[config.mk]
export PLATFORM = sky130hd
export DESIGN_NAME = spi_slave
export DESIGN_NICKNAME = d
export VERILOG_FILES = /design/src/rtl/spi_pkg.sv /design/src/rtl/spi_sync.sv /design/src/rtl/spi_slave.sv
export SDC_FILE = /design/constraint.sdc
export NUM_CORES = 1
export LEC_CHECK = 0
export CAP_MARGIN = 20
export CORE_MARGIN = 2
export CORE_UTILIZATION = 40
export CTS_BUF_LIST = sky130_fd_sc_hd__clkbuf_2 sky130_fd_sc_hd__clkbuf_4 sky130_fd_sc_hd__clkbuf_8
export CTS_CLUSTER_DIAMETER = 30
export DETAILED_ROUTE_END_ITERATION = 16
export GPL_TIMING_DRIVEN = 1
export PLACE_DENSITY_LB_ADDON = 0.1
export REMOVE_ABC_BUFFERS = 1
export SYNTH_ARGS = -nofsm -noshare
export SYNTH_HDL_FRONTEND = slang
export SYNTH_SLANG_ARGS = --single-unit
[constraint.sdc]
create_clock -name clk_100 -period 1.53 [get_ports clk_100]
set_input_delay 0.306 -clock clk_100 [delete_from_list [all_inputs] [get_ports clk_100]]
set_output_delay 0.306 -clock clk_100 [all_outputs]
set_load 0.01 [all_outputs]
[src/rtl/spi_pkg.sv]
// Shared defaults and helpers for the SPI mode-0 slave (spi_slave, spi_sync).
package spi_pkg;

    localparam int unsigned SPI_DATA_W      = 16;
    localparam int unsigned SPI_SYNC_STAGES = 2;

    function automatic int unsigned spi_cnt_w(input int unsigned w);
        return $clog2(w) + 1;
    endfunction

    localparam int unsigned SPI_CNT_W = spi_cnt_w(SPI_DATA_W);

    typedef enum logic {
        ST_IDLE,
        ST_ACTIVE
    } spi_state_e;

endpackage

[src/rtl/spi_sync.sv]
// Multi-flop synchronizer for one asynchronous input, async active-low reset to 0.
module spi_sync #(
    parameter int unsigned STAGES = 2
) (
    input  logic clk_i,
    input  logic rst_ni,
    input  logic d_i,
    output logic q_o
);

    logic [STAGES-1:0] ff_q;

    always_ff @(posedge clk_i or negedge rst_ni) begin
        if (!rst_ni) begin
            ff_q <= '0;
        end else begin
            ff_q <= {ff_q[STAGES-2:0], d_i};
        end
    end

    assign q_o = ff_q[STAGES-1];

endmodule

[src/rtl/spi_slave.sv]
// SPI mode-0 slave, fully in the clk_100 domain. Define SPI_SOMI_TRISTATE_EN to
// float SPISOMI while deselected or in reset; otherwise it is driven low.
module spi_slave
    import spi_pkg::*;
#(
    parameter int unsigned DATA_W      = SPI_DATA_W,
    parameter int unsigned SYNC_STAGES = SPI_SYNC_STAGES
) (
    input  logic              clk_100,
    input  logic              RSTn,
    input  logic              SCK,
    input  logic              SPISIMO,
    output logic              SPISOMI,
    input  logic              SPISTE,
    output logic              rxd_flag,
    output logic [DATA_W-1:0] rxd_data,
    input  logic [DATA_W-1:0] txd_data
);

    localparam int unsigned CNT_W = (DATA_W == SPI_DATA_W) ? SPI_CNT_W : spi_cnt_w(DATA_W);
    localparam logic [CNT_W-1:0] LAST_BIT = CNT_W'(DATA_W - 1);

    logic sck_s, mosi_s, ste_s;
    logic sck_prev_q, ste_prev_q;
    logic sck_rise, sck_fall, ste_fall;

    spi_state_e        state_q, state_d;
    logic [CNT_W-1:0]  cnt_q,   cnt_d;
    logic [DATA_W-1:0] rx_q,    rx_d;
    logic [DATA_W-1:0] tx_q,    tx_d;
    logic [DATA_W-1:0] rxd_q,   rxd_d;
    logic              flag_q,  flag_d;

    spi_sync #(.STAGES(SYNC_STAGES)) u_sync_sck (
        .clk_i (clk_100),
        .rst_ni(RSTn),
        .d_i   (SCK),
        .q_o   (sck_s)
    );

    spi_sync #(.STAGES(SYNC_STAGES)) u_sync_mosi (
        .clk_i (clk_100),
        .rst_ni(RSTn),
        .d_i   (SPISIMO),
        .q_o   (mosi_s)
    );

    spi_sync #(.STAGES(SYNC_STAGES)) u_sync_ste (
        .clk_i (clk_100),
        .rst_ni(RSTn),
        .d_i   (SPISTE),
        .q_o   (ste_s)
    );

    assign sck_rise = sck_s & ~sck_prev_q;
    assign sck_fall = ~sck_s & sck_prev_q;
    assign ste_fall = ~ste_s & ste_prev_q;

    // A frame only opens on a seen SPISTE falling edge, so a select held low
    // across reset release does not start counting SCK edges.
    always_comb begin
        state_d = state_q;
        cnt_d   = cnt_q;
        rx_d    = rx_q;
        tx_d    = tx_q;
        rxd_d   = rxd_q;
        flag_d  = 1'b0;

        unique case (state_q)
            ST_IDLE: begin
                cnt_d = '0;
                if (ste_fall) begin
                    state_d = ST_ACTIVE;
                    tx_d    = txd_data;
                end
            end
            ST_ACTIVE: begin
                if (ste_s) begin
                    state_d = ST_IDLE;
                    cnt_d   = '0;
                end else if (sck_rise) begin
                    rx_d = {rx_q[DATA_W-2:0], mosi_s};
                    if (cnt_q == LAST_BIT) begin
                        cnt_d  = '0;
                        rxd_d  = {rx_q[DATA_W-2:0], mosi_s};
                        flag_d = 1'b1;
                    end else begin
                        cnt_d = cnt_q + 1'b1;
                    end
                end else if (sck_fall) begin
                    // Counter at zero on a falling edge means a word just completed.
                    if (cnt_q == '0) begin
                        tx_d = txd_data;
                    end else begin
                        tx_d = {tx_q[DATA_W-2:0], 1'b0};
                    end
                end
            end
            default: state_d = ST_IDLE;
        endcase
    end

    always_ff @(posedge clk_100 or negedge RSTn) begin
        if (!RSTn) begin
            sck_prev_q <= 1'b0;
            ste_prev_q <= 1'b0;
            state_q    <= ST_IDLE;
            cnt_q      <= '0;
            rx_q       <= '0;
            tx_q       <= '0;
            rxd_q      <= '0;
            flag_q     <= 1'b0;
        end else begin
            sck_prev_q <= sck_s;
            ste_prev_q <= ste_s;
            state_q    <= state_d;
            cnt_q      <= cnt_d;
            rx_q       <= rx_d;
            tx_q       <= tx_d;
            rxd_q      <= rxd_d;
            flag_q     <= flag_d;
        end
    end

    assign rxd_data = rxd_q;
    assign rxd_flag = flag_q;

`ifdef SPI_SOMI_TRISTATE_EN
    assign SPISOMI = (RSTn && !ste_s) ? tx_q[DATA_W-1] : 1'bz;
`else
    assign SPISOMI = ~ste_s & tx_q[DATA_W-1];
`endif

endmodule

==> run metrics <==
CP endpoint kind register; kind of critical path reg -> reg; Max-slew headroom 0.727; Total Wirelength 5180 um; All-Layer GR Usage 0.152; vias per cell 5.16; hpwl dp 3160 um; Final WS setup -60.8 ps; Post-synth EDFFs 0; vias in the first global route 1804; most frequent cell after synthesis dfrtp_1; #FFs+latches synth 62; Worst-path clk slew 70 ps; io pins 39; Final ANT Viol Nets 0; Worst EP arrival 1790 ps; hold wc startpoint u_sync_mosi.ff_q[0]; Residual DRC 0; Most used DFF post-synth dfrtp_1; clock network latency to the later pin of the worst-skew pair 330 ps; critical path's slowest cell or4b_4; HP Class reg -> reg; Tcrit/Tclk final 1.04; via total after detailed routing 1794; Initial Utilization 0.415; worst flop-to-flop path startpoint cnt_q[1]; R2R depth 6; CP bufs+invs 2; CTS tree built; initial antenna violation count 0; Max clock buf depth 2; Worst Path Required 1720 ps; Mapped Area 0.00264 mm^2; total CTS buffers 9; Max Freq 0.629 GHz; setup violators final 24; synth top area cells dfrtp_1 (59%), mux2_2 (9.4%), mux2_4 (5.1%); Mean Syn Cell Area 12.9 um^2; Synth cell types 34; # port buffers 38; Hold Violations, Final 0; Final Critical Period 1590 ps; GPL Wtd Cong 0.734; skew final 6.20 ps; cell taking the most area after synthesis dfrtp_1; Final nets 289; Mapped Cells 205; failing checks setup timing; status complete, but fails checks; Final Power 3.59 mW; core area 0.00635 mm^2; Synth top cells by count dfrtp_1 (62), mux2_2 (22), nand3_1 (18), o21ai_0 (16); Worst Path Max Fanout 8; max-slew violation count 0; Yosys warnings 0; R2R Setup Slk -60 ps; Routed wire per std cell 14.9 um; RSZ-0062 raised after global routing true; async set-or-reset flop fraction in the synthesized netlist 1.00; R2R Path End tx_q[12]; largest net degree at the start of global routing 63; post-placement cell count 326; H-tree levels 3; Cells on Worst Hold Path 0; area fraction of the dominant cell type after synthesis 0.589; global-route wire length before repair 8670 um; CP delay by family, top simple AND/OR/NAND/NOR gates; Layout area overhead 34.7%; DRT Pass-1 Iters 4; global route overflow 0; Worst-Margin Slew 410 ps; Hold Path Sink u_sync_mosi.ff_q[1]; FP Rows 29; WHS 348 ps; final std cells w/o fill 348; Sink Count 62; chip height 85.2 um; share of layout cells above drive strength 1 0.365; sequential area share after synthesis 0.589; pwr dens 1010 mW/mm^2; Max-Cap Viols 0; Slowest Stage Delay on Critical Path 480 ps; DR iter-0 viols 84; Pleak 1.64 nW; n_diodes 0; die width 85.2 um; Critical Path, Cell by Cell inv_2, ha_4, or4b_4, buf_8, nand3_2, a31oi_1; Root Driver clkbuf_8; Worst VDD drop 0.541 mV; Die ar. 0.00726 mm^2; crit path launch type register
[area by class of cell]
type	instances	area, um^2
Fill cell	530	2800
Sequential cell	62	1550
Multi-Input combinational cell	125	1100
Timing Repair Buffer	64	592
Clock buffer	12	146
Tap cell	77	96.3
Clock inverter	4	47.5
Inverter	4	15.0
[worst max path at each step]
| stage | from | endpoint | depth (start not counted) |
|---|---|---|---|
| floorplan | state_q | rxd_data[0] | 3 |
| global placement | cnt_q[1] | rxd_data[3] | 5 |
| detailed placement | cnt_q[1] | rxd_data[5] | 5 |
| CTS | cnt_q[1] | rxd_data[5] | 6 |
| global route | cnt_q[0] | tx_q[8] | 6 |
| finish | cnt_q[1] | tx_q[12] | 6 |
[registers in the layout, summed over array words and instances (netlist names)]
signal and cells:
sck_prev_q 1, rxd_flag 1, ste_prev_q 1, u_sync_ste.ff_q 2, tx_q 16, state_q 1, rx_q 15, u_sync_mosi.ff_q 2
cnt_q 5, rxd_data 16, u_sync_sck.ff_q 2
[per-layer routing]
layer / up-vias / track usage / wire length (um) / part of all wire
li1: 871 / - / - / -
met1: 876 / 0.206 / 2450 / 0.47
met2: 43 / 0.228 / 2410 / 0.46
met3: 4 / 0.0554 / 284 / 0.055
met4: 0 / 0.0519 / 39 / 0.0075
met5: - / 0 / 0 / 0
[through the flow]
stage | area, um^2 | setup slack [ps] | utilization | setup TNS [ps]
after floorplan | 2540 | -531 | - | -18210
after global placement | 3200 | -93.1 | 0.504 | -1740
after detailed placement | 3200 | -111 | 0.504 | -2440
after CTS | 3460 | -90.7 | 0.545 | -2090
after global routing | 3550 | -100 | 0.559 | -2240
final | 3550 | -60.8 | 0.559 | -748
[layout by cell type, fill, tap and decap left out, types with 2 or more instances in the layout]
master	instances
inv_1	2
buf_2	2
ha_4	2
buf_12	2
nand2b_1	2
buf_4	19
clkdlybuf4s50_1	20
o21ai_0	14
nand3_1	5
a21oi_1	2
mux2_4	16
dfrtp_1	61
nor2_1	4
clkbuf_8	9
nor2b_1	2
dlygate4sd2_1	16
nor3_1	15
inv_2	2
mux2_2	15
nand2_1	4
nand3_2	12
a31oi_1	15
buf_6	3
clkinv_2	2
clkbuf_4	3
o21ai_1	2
[report_power, final]
part           switching (mW)  total, mW  internal (mW)
Clock                   0.614       1.42          0.802
Sequential             0.0877       1.85           1.76
Combinational           0.156      0.329          0.173
Total                   0.858       3.59           2.74
[kinds of logic (layout without fill, tap and decap cells)]
group | count (synthesis) | in the layout | synth area share
mux | 31 | 31 | 0.145
buf+inv | 18 | 84 | 0.0422
simple gates | 55 | 55 | 0.131
compound gates | 36 | 36 | 0.0797
flops | 62 | 62 | 0.589
fa+ha+maj | 2 | 2 | 0.00949
xor+xnor | 1 | 1 | 0.00332
[what timing repair did]
item | CTS | global route
setup buffers | 4 | 1
endpoints found under the setup margin | 49 | 33
resized for setup | 28 | 32
pin swaps | 2 | 16
hold endpoints to repair | 62 | 0
hold buffers | 1 | 0
gates cloned | 1 | 1
Power figures use the tool's default switching activity.
